[src/rtl/regfile_wb_queue.sv]
// Writeback queue for the 16x16 register file: arbitrates ALU/load results into an
// in-order circular buffer, retires one write per cycle and flags pending-write hazards.
module regfile_wb_queue #(
    parameter  int DEPTH  = 4,
    parameter  int DATA_W = 16,
    parameter  int ADDR_W = 4,
    localparam int PTR_W  = $clog2(DEPTH),
    localparam int CNT_W  = PTR_W + 1
) (
    input  logic              clk,
    input  logic              rst_n,
    input  logic              alu_valid_i,
    input  logic [ADDR_W-1:0] alu_adr_i,
    input  logic [DATA_W-1:0] alu_data_i,
    output logic              alu_ready_o,
    input  logic              mem_valid_i,
    input  logic [ADDR_W-1:0] mem_adr_i,
    input  logic [DATA_W-1:0] mem_data_i,
    output logic              mem_ready_o,
    input  logic              hold_i,
    output logic [ADDR_W-1:0] wadr_o,
    output logic              wen_o,
    output logic [DATA_W-1:0] wdata_o,
    input  logic [ADDR_W-1:0] haz_adr1_i,
    input  logic [ADDR_W-1:0] haz_adr2_i,
    output logic              haz1_o,
    output logic              haz2_o,
    output logic [CNT_W-1:0]  count_o,
    output logic              full_o,
    output logic              empty_o
);

    logic [PTR_W-1:0]  wr_ptr_q, wr_ptr_d;
    logic [PTR_W-1:0]  rd_ptr_q, rd_ptr_d;
    logic [CNT_W-1:0]  count_q, count_d;
    logic [ADDR_W-1:0] adr_q  [DEPTH];
    logic [DATA_W-1:0] data_q [DEPTH];

    logic              full_s, empty_s, push_s, pop_s;
    logic [ADDR_W-1:0] push_adr_s;
    logic [DATA_W-1:0] push_data_s;
    logic [PTR_W-1:0]  off_s;

    // Handshake arbitration (MEM over ALU) and drain-side outputs
    always_comb begin
        full_s      = (count_q == CNT_W'(DEPTH));
        empty_s     = (count_q == {CNT_W{1'b0}});
        mem_ready_o = !full_s;
        alu_ready_o = !full_s && !mem_valid_i;
        push_s      = (mem_valid_i || alu_valid_i) && !full_s;
        if (mem_valid_i) begin
            push_adr_s  = mem_adr_i;
            push_data_s = mem_data_i;
        end else begin
            push_adr_s  = alu_adr_i;
            push_data_s = alu_data_i;
        end
        pop_s = !empty_s && !hold_i;
        wen_o = pop_s;
        if (empty_s) begin
            wadr_o  = {ADDR_W{1'b0}};
            wdata_o = {DATA_W{1'b0}};
        end else begin
            wadr_o  = adr_q[rd_ptr_q];
            wdata_o = data_q[rd_ptr_q];
        end
        full_o  = full_s;
        empty_o = empty_s;
        count_o = count_q;
    end

    // Pointer and occupancy next-state
    always_comb begin
        wr_ptr_d = wr_ptr_q;
        rd_ptr_d = rd_ptr_q;
        count_d  = count_q;
        if (push_s) begin
            wr_ptr_d = wr_ptr_q + PTR_W'(1);
        end else begin
            wr_ptr_d = wr_ptr_q;
        end
        if (pop_s) begin
            rd_ptr_d = rd_ptr_q + PTR_W'(1);
        end else begin
            rd_ptr_d = rd_ptr_q;
        end
        case ({push_s, pop_s})
            2'b10:   count_d = count_q + CNT_W'(1);
            2'b01:   count_d = count_q - CNT_W'(1);
            default: count_d = count_q;
        endcase
    end

    // Hazard match over occupied slots; a slot is live when its distance from the head is below COUNT
    always_comb begin
        haz1_o = 1'b0;
        haz2_o = 1'b0;
        off_s  = {PTR_W{1'b0}};
        for (int i = 0; i < DEPTH; i++) begin
            off_s = PTR_W'(i) - rd_ptr_q;
            if ({1'b0, off_s} < count_q) begin
                if (adr_q[i] == haz_adr1_i) begin
                    haz1_o = 1'b1;
                end else begin
                    haz1_o = haz1_o;
                end
                if (adr_q[i] == haz_adr2_i) begin
                    haz2_o = 1'b1;
                end else begin
                    haz2_o = haz2_o;
                end
            end else begin
                haz1_o = haz1_o;
                haz2_o = haz2_o;
            end
        end
    end

    // Control state registers
    always_ff @(posedge clk or negedge rst_n) begin
        if (!rst_n) begin
            wr_ptr_q <= {PTR_W{1'b0}};
            rd_ptr_q <= {PTR_W{1'b0}};
            count_q  <= {CNT_W{1'b0}};
        end else begin
            wr_ptr_q <= wr_ptr_d;
            rd_ptr_q <= rd_ptr_d;
            count_q  <= count_d;
        end
    end

    // Entry storage, written at the tail on each accepted push
    always_ff @(posedge clk or negedge rst_n) begin
        if (!rst_n) begin
            for (int i = 0; i < DEPTH; i++) begin
                adr_q[i]  <= {ADDR_W{1'b0}};
                data_q[i] <= {DATA_W{1'b0}};
            end
        end else if (push_s) begin
            adr_q[wr_ptr_q]  <= push_adr_s;
            data_q[wr_ptr_q] <= push_data_s;
        end
    end

endmodule

[config.mk]
export PLATFORM = sky130hd
export DESIGN_NAME = regfile_wb_queue
export DESIGN_NICKNAME = d
export VERILOG_FILES = /design/src/rtl/regfile_wb_queue.sv
export SDC_FILE = /design/constraint.sdc
export NUM_CORES = 1
export LEC_CHECK = 0
export BUFFER_PORTS_ARGS = -buffer_cell sky130_fd_sc_hd__buf_4
export CORE_MARGIN = 2
export CORE_UTILIZATION = 55
export DETAILED_ROUTE_END_ITERATION = 6
export GPL_TIMING_DRIVEN = 1
export PLACE_DENSITY = 0.79
export SETUP_SLACK_MARGIN = 0.05
export SLEW_MARGIN = 20
export SYNTH_ARGS = -nofsm -noshare
export SYNTH_HDL_FRONTEND = slang
export SYNTH_SLANG_ARGS = --single-unit
[constraint.sdc]
create_clock -name clk -period 6 [get_ports clk]
set_input_delay 1.2 -clock clk [delete_from_list [all_inputs] [get_ports clk]]
set_output_delay 1.2 -clock clk [all_outputs]
set_load 0.03 [all_outputs]
==> results of run 1 <==
[cell usage after synthesis (all sizes together)]
cell type	n	area [um2]
dfrtp	87	2180
nand4	2	12.5
nor2	4	15.0
or2	1	6.26
mux2i	20	200
mux4	20	450
nor4	6	37.5
buf	23	195
ha	9	113
o211ai	2	15.0
nand2	85	319
xnor2	13	114
nand2b	1	6.26
a21boi	1	7.51
and2	1	6.26
a31oi	1	6.26
inv	10	37.5
a21oi	2	10.0
o21ai	84	420
or3b	1	8.76
nor2b	21	131
a22oi	2	15.0
clkbuf	4	16.3
fa	1	20.0
xor2	26	228
nand3	4	70.1
nor3	1	5.00
[state kept, by name (all words and copies together), names as in the netlist]
name	cells
adr_q	16
count_o	3
rd_ptr_q	2
data_q	64
wr_ptr_q	2
[power breakdown]
part	switching, mW	internal (mW)	leakage [nW]
clock network	0.194	0.242	0.109
logic	0.946	0.752	1.38
registers	0.279	0.868	1.08
total	1.42	1.86	2.56
[cell families after synthesis]
kind of cell / count (synthesis) / synth area share
simple gates: 127 / 0.133
compound gates: 92 / 0.102
flops: 87 / 0.469
mux: 40 / 0.140
xor+xnor: 39 / 0.0736
buf+inv: 37 / 0.0536
fa+ha+maj: 10 / 0.0286
[final cells by class]
cell class / instances / area share
clock buffer: 11 / 0.0261
timing repair buffer: 83 / 0.116
multi-input combinational: 308 / 0.411
sequential: 87 / 0.403
tap: 105 / 0.0243
clock inverter: 4 / 0.0130
inverter: 10 / 0.00694
[through the flow]
step	util	hold slack, ps
after global placement	0.632	457
after CTS	0.658	484
after global routing	0.658	512
final	0.658	481
after detailed placement	0.632	467
after floorplan	-	444
[worst min path at each step]
stage	cells after the start	startpoint	slack (ps)	to
3_3_place_gp	2	data_q[43]	460	data_q[43]
5_1_grt	2	data_q[43]	510	data_q[43]
6_report	2	data_q[10]	480	data_q[10]
3_5_place_dp	2	data_q[29]	470	data_q[29]
4_1_cts	2	data_q[29]	480	data_q[29]
2_1_floorplan	2	data_q[15]	440	data_q[15]
[worst reg2reg max path: stages (launching register included)]
cell and delay [ps]:
dfrtp_1 480, or3b_1 640, and2_1 290, inv_1 70
ha_1 170, inv_1 60, fa_1 370, xor2_1 150
nor2_1 130, xnor2_1 120
[per-layer routing]
layer | vias to the layer above | share of wire | global-route usage
li1 | 1609 | - | -
met1 | 1660 | 0.44 | 0.296
met2 | 83 | 0.50 | 0.387
met3 | 17 | 0.038 | 0.0368
met4 | 0 | 0.020 | 0.0917
met5 | - | 0 | 0
==> results.yml, run 1 <==
worst_setup_path:
  path_delay_family: "flip-flops"
  cp_slowest_stage_delay_ps: 1090
  cp-end-kind: "primary output"
  endpoint: "haz2_o"
  crit_buf_inv: 2
  reg2reg_to: "count_o[2]"
  start_kind: "flip-flop"
  critPathKind: "reg2out"
  crit_required_ps: 4800
  reg2reg_from: "count_o[0]"
  path_depth: 7
  path_max_fanout: 24
  reg2reg_depth: 9
  r2r_slack_ps: 3460
  worstPathCellList: "inv_1 -> ha_1 -> a21boi_0 -> o21ai_0 -> a22oi_1 -> o211ai_1 -> buf_4"
  cp.arrival_ps: 2700
  crit_path_start: "rd_ptr_q[1]"
  crit_path_top_delay_cell: "dfrtp_1"
clock_network:
  cts_tree: "done"
  clock-sinks: 87
  post_cts_buffers: 0
  clk_pin_slew_ps: 80
  cts_buffers: 9
  cts_buffer_depth: 2
  htree_num_levels: 3
  clk_latency_ps: 350
  cts-resized-gates: 0
  ctsHoldBuffers: 0
  ctsRootBufferMaster: "clkbuf_8"
synth:
  synth_area_um2: 4640
  synth_cell_types: 31
  yosys_register_bits: 87
  synth_fp_nets: 495
  yosysWarnings: 0
  synth_area_per_cell_um2: 10.7
  ys_seq_area_frac: 0.469
  synthCells: 432
final_layout:
  n_fill_cell: 641
  syn2layout_area_growth_pct: 16.5
  num_antenna_cells: 0
  multiInputGateArea_um2: 2220
  fin_cells: 608
  finalNetCount: 562
  drive_gt1_frac: 0.247
  final_cell_mix: "86 x dfrtp_1, 85 x nand2_1, 82 x buf_4"
  layout_commonest_cell: "dfrtp_1"
  final_cell_area_um2: 5410
  seq_area_um2: 2180
min_path:
  holdCritPathClass: "reg2reg"
placed_design:
  pre_cts_slack_ps: 2490
  dp_hpwl_mm: 6.57
  gp_congestion: 0.966
  io_buffers: 82
  dp_cells: 593
  placed_area_um2: 5190
power_and_ir_drop:
  p_total_mw: 3.28
  power_density_nw_per_um2: 607
  vdd_drop_max_v: 0.000292
  leakagePower_nw: 2.56
detailed_routing:
  vias: 3369
  drt-total-wl_mm: 9.61
  drt-wirelength-per-cell_um: 15.8
  firstDrtPassIters: 4
  vias_per_cell: 5.54
  drc: 0
  ant_nets: 0
  drt_iter0_drc: 154
status:
  run_status: "finished, final reports clean"
job:
  cap_violations: 0
sta:
  finalSetupTns_ps: 0
  period_share: 0.650
  maxSlewViolCount: 0
  setup_violations: 0
  post-route-min-period_ps: 3900
  worst_slew_pin_slew_ps: 1120
  rsz0062_at_grt: "no"
  clock_skew_ps: 7.70
  finalHoldViolCount: 0
  fin_ws_ps: 2100
  max_freq_mhz: 256
  slew_headroom: 0.255
global_routing:
  grt.total_usage: 0.229
  first_global_vias: 3400
  grt_pass1_wl_mm: 16.0
  grt_overflow: 0
  antenna_found_initial: 0
  grt_max_degree: 88
floorplanning:
  core_region_area_um2: 8220
  io_pins: 83
  die_height_um: 95.9
  rows: 33
  dieArea_um2: 9190
  start_util: 0.565
  die_w_um: 95.9
Power figures use the tool's default switching activity.
==> run 2, diff against run 1 <==
- CORE_UTILIZATION: 55 -> 51
- PLACE_DENSITY: 0.79 -> 0.77
- clock period: 6 -> 3.5 ns (I/O delays scaled with it)
==> run 2 against run 1 <==
Hold slack lost 88 ps. Core utilization shrank 3.9 points. Power grew 71%.
==> results.yml, run 2 (synthesis results as in run 1) <==
clock_network:
  cts_buffers: 9
  ctsRootBufferMaster: "clkbuf_8"
  htree_num_levels: 3
  cts_buffer_depth: 2
  clock-sinks: 87
  clk_latency_ps: 340
  clk_pin_slew_ps: 90
  ctsHoldBuffers: 0
  post_cts_buffers: 0
  cts-resized-gates: 0
  cts_tree: "done"
global_routing:
  grt_overflow: 0
  grt_max_degree: 88
  antenna_found_initial: 0
  grt.total_usage: 0.209
  grt_pass1_wl_mm: 16.2
  first_global_vias: 3354
detailed_routing:
  drt_iter0_drc: 189
  drt-total-wl_mm: 9.92
  vias: 3388
  ant_nets: 0
  drt-wirelength-per-cell_um: 16.1
  vias_per_cell: 5.51
  drc: 0
  firstDrtPassIters: 4
worst_setup_path:
  crit_required_ps: 2800
  start_kind: "flip-flop"
  reg2reg_from: "count_o[0]"
  cp.arrival_ps: 2140
  endpoint: "wdata_o[15]"
  r2r_slack_ps: 1030
  critPathKind: "reg2out"
  reg2reg_to: "count_o[2]"
  cp-end-kind: "primary output"
  crit_path_start: "rd_ptr_q[0]"
  path_max_fanout: 18
  reg2reg_depth: 9
sta:
  max_freq_mhz: 352
  maxSlewViolCount: 0
  clock_skew_ps: 5.83
  finalSetupTns_ps: 0
  setup_violations: 0
  period_share: 0.812
  worst_slew_pin_slew_ps: 782
  finalHoldViolCount: 0
  post-route-min-period_ps: 2840
  rsz0062_at_grt: "no"
  holdWs_ps: 393
  slew_headroom: 0.479
power_and_ir_drop:
  power_density_nw_per_um2: 1030
  leakagePower_nw: 2.57
  vdd_drop_max_v: 0.000517
  p_total_mw: 5.61
job:
  cap_violations: 0
floorplanning:
  rows: 34
  start_util: 0.530
  io_pins: 83
  dieArea_um2: 9880
  die_w_um: 99.4
  core_region_area_um2: 8760
  die_height_um: 99.4
final_layout:
  finalNetCount: 565
  syn2layout_area_growth_pct: 16.9
  final_cell_mix: "86 x dfrtp_1, 85 x nand2_1, 85 x buf_4"
  top_register: "data_q"
  num_antenna_cells: 0
  final_cell_area_um2: 5430
  drive_gt1_frac: 0.254
  layout_commonest_cell: "dfrtp_1"
  largest_reg_flops: 64
  final_util: 0.619
min_path:
  holdCritPathClass: "in2async"
status:
  run_status: "finished, final reports clean"
placed_design:
  dp_hpwl_mm: 6.66
  io_buffers: 82
  placed_area_um2: 5220
  gp_congestion: 0.792
## run 2: changes by cell type in the layout (fill, tap and decap cells not counted)
cell,change
buf_4,+3
clkinvlp_4,+2
bufinv_16,-1
clkbuf_1,-1
clkinv_2,-1
clkinv_4,+1
inv_6,+1
## run 2: worst min path at each step
stage,start,endpoint,slack [ps]
final,rst_n,data_q[25],390
after global routing,rst_n,data_q[41],430
after CTS,data_q[20],data_q[20],490
after detailed placement,data_q[20],data_q[20],470
after global placement,data_q[20],data_q[20],460
after floorplan,rst_n,adr_q[0],400
## run 2: layout make-up
type	count	area (um2)
Clock buffer	10	138
Clock inverter	6	67.6
Fill cell	720	3340
Inverter	10	37.5
Multi-Input combinational cell	308	2220
Sequential cell	87	2180
Tap cell	108	135
Timing Repair Buffer	86	649
## run 2: through the flow
stage,setup WS [ps],std cells
finish,656,615
global route,536,615
CTS,620,615
detailed placement,750,599
global placement,785,599
floorplan,974,432
## run 2: critical path, stage by stage, from the launching register on
cell and delay (ps):
dfrtp_2 510, buf_4 400, mux4_2 540, nor2b_1 170
buf_4 180
## run 2: where the power goes
part           leakage [nW]  internal (mW)  switching [mW]
combinational          1.39           1.30            1.74
clock                0.0989          0.352           0.358
sequential             1.08           1.49           0.369
## run 2: metal layers
layer,share of wire,vias up,track usage
met5,0,-,0
met4,0.014,0,0.0653
met3,0.046,11,0.0429
met2,0.50,101,0.348
met1,0.44,1655,0.277
li1,-,1621,-
==> run 3, diff against run 2 <==
- CORE_UTILIZATION: 51 -> 55
- PLACE_DENSITY: 0.77 -> 0.79
- clock period: 3.5 -> 2.63 ns (I/O delays scaled with it)
==> run 3 against run 2 <==
First-iteration DRC count shrank 47%. Combinational power rose by 36%. Global-route usage up 1.7 points. Hold slack lost 200 ps. Final cell count up 0.16%. Setup slack got worse by 480 ps. Core utilization grew 4.7 points. Count of clock-buffer cells in the layout is the same. Final area grew 0.94%. Critical path depth grew 3. Sequential power is 32% higher.
==> results.yml, run 3 (synthesis results as in run 1) <==
placed_design:
  pre_cts_slack_ps: 371
  gp_congestion: 0.811
  dp_hpwl_mm: 6.66
  io_buffers: 82
clock_network:
  clk_pin_slew_ps: 90
  clk_latency_ps: 350
  post_cts_buffers: 0
  clock-sinks: 87
  ctsRootBufferMaster: "clkbuf_8"
  cts_tree: "done"
  cts_buffers: 9
  cts_buffer_depth: 2
  htree_num_levels: 3
floorplanning:
  start_util: 0.565
  dieArea_um2: 9190
  rows: 33
  core_region_area_um2: 8220
  die_height_um: 95.9
  die_w_um: 95.9
  io_pins: 83
global_routing:
  grt_pass1_wl_mm: 15.6
  grt_overflow: 0
  grt_max_degree: 51
  grt.total_usage: 0.226
  antenna_found_initial: 0
  first_global_vias: 3252
worst_setup_path:
  reg2reg_from: "count_o[0]"
  r2r_slack_ps: 380
  path_delay_family: "compound AO/OA/AOI/OAI gates"
  cp_slowest_stage_delay_ps: 440
  reg2reg_depth: 9
  reg2reg_to: "count_o[2]"
  crit_buf_inv: 2
  worstPathCellList: "inv_2 -> ha_1 -> a21boi_2 -> o21ai_2 -> a22oi_1 -> o211ai_1 -> buf_4"
  crit_path_start: "count_o[1]"
  start_kind: "flip-flop"
  critPathKind: "reg2out"
  crit_required_ps: 2100
  crit_path_top_delay_cell: "dfrtp_1"
  cp.arrival_ps: 1930
  path_max_fanout: 5
  cp-end-kind: "primary output"
sta:
  worst_slew_pin_slew_ps: 650
  finalSetupTns_ps: 0
  setup_violations: 0
  finalHoldViolCount: 0
  max_freq_mhz: 408
  clock_skew_ps: 11.0
  slew_headroom: 0.566
  maxSlewViolCount: 0
  post-route-min-period_ps: 2450
  rsz0062_at_grt: "yes"
  period_share: 0.932
  fin_ws_ps: 178
final_layout:
  top_register: "data_q"
  drive_gt1_frac: 0.270
  finalNetCount: 569
  final_cell_mix: "88 x buf_4, 85 x nand2_1, 85 x dfrtp_1"
  layout_commonest_cell: "buf_4"
  num_antenna_cells: 0
  syn2layout_area_growth_pct: 18.0
  largest_reg_flops: 64
detailed_routing:
  firstDrtPassIters: 4
  drc: 0
  vias_per_cell: 5.42
  drt-total-wl_mm: 9.57
  drt_iter0_drc: 100
  ant_nets: 0
  drt-wirelength-per-cell_um: 15.5
  vias: 3339
power_and_ir_drop:
  vdd_drop_max_v: 0.000977
  leakagePower_nw: 2.59
  power_density_nw_per_um2: 1370
status:
  run_status: "finished, final reports clean"
job:
  cap_violations: 0
min_path:
  holdCritPathClass: "in2async"
## run 3: metal layers
layer  vias up  wire [um]  global-route usage
li1       1626          -                   -
met1      1628       4130               0.301
met2        75       4940               0.385
met3        10        400              0.0345
met4         0         99              0.0679
met5         -          0                   0
## run 3: worst register-to-register path, stage by stage (launching register included)
cell and delay (ps):
dfrtp_1 500, or3b_1 450, and2_1 200, inv_1 60, ha_1 170, inv_1 60
fa_1 370, xor2_1 150, nor2_1 120, xnor2_1 120
## run 3: metrics by stage
stage,util,instance area (um2),hold WS (ps),std cells,total power [mW]
finish,0.667,5480,196,616,7.52
global route,0.667,5480,247,616,8.08
CTS,0.664,5460,214,616,7.53
detailed placement,0.640,5260,467,600,6.58
global placement,0.640,5260,456,600,6.42
floorplan,-,4640,230,432,5.46
## run 3: worst max-delay path by stage
stage / cells after the start / end / slack, ps
2_1_floorplan: 8 / count_o[2] / 180
3_3_place_gp: 10 / count_o[2] / 400
3_5_place_dp: 10 / count_o[2] / 370
4_1_cts: 7 / haz2_o / 50
5_1_grt: 8 / haz2_o / 50
6_report: 7 / haz2_o / 180
## run 3: power by group
part / internal [mW] / switching [mW]
registers: 1.99 / 0.471
logic: 1.79 / 2.34
clock network: 0.445 / 0.488
total: 4.22 / 3.30
## run 3: repair_timing
action / 4_1_cts / 5_1_grt
endpoints found under the setup margin: 2 / 3
hold buffers: 0 / 0
pin swaps: 0 / 1
gates resized for setup: 2 / 8
## run 3: cell type report
class	instances	area (um2)
Inverter	10	37.5
Clock buffer	10	128
Fill cell	647	2740
Sequential cell	87	2180
Multi-Input combinational cell	308	2240
Timing Repair Buffer	90	692
Tap cell	105	131
Clock inverter	6	67.6
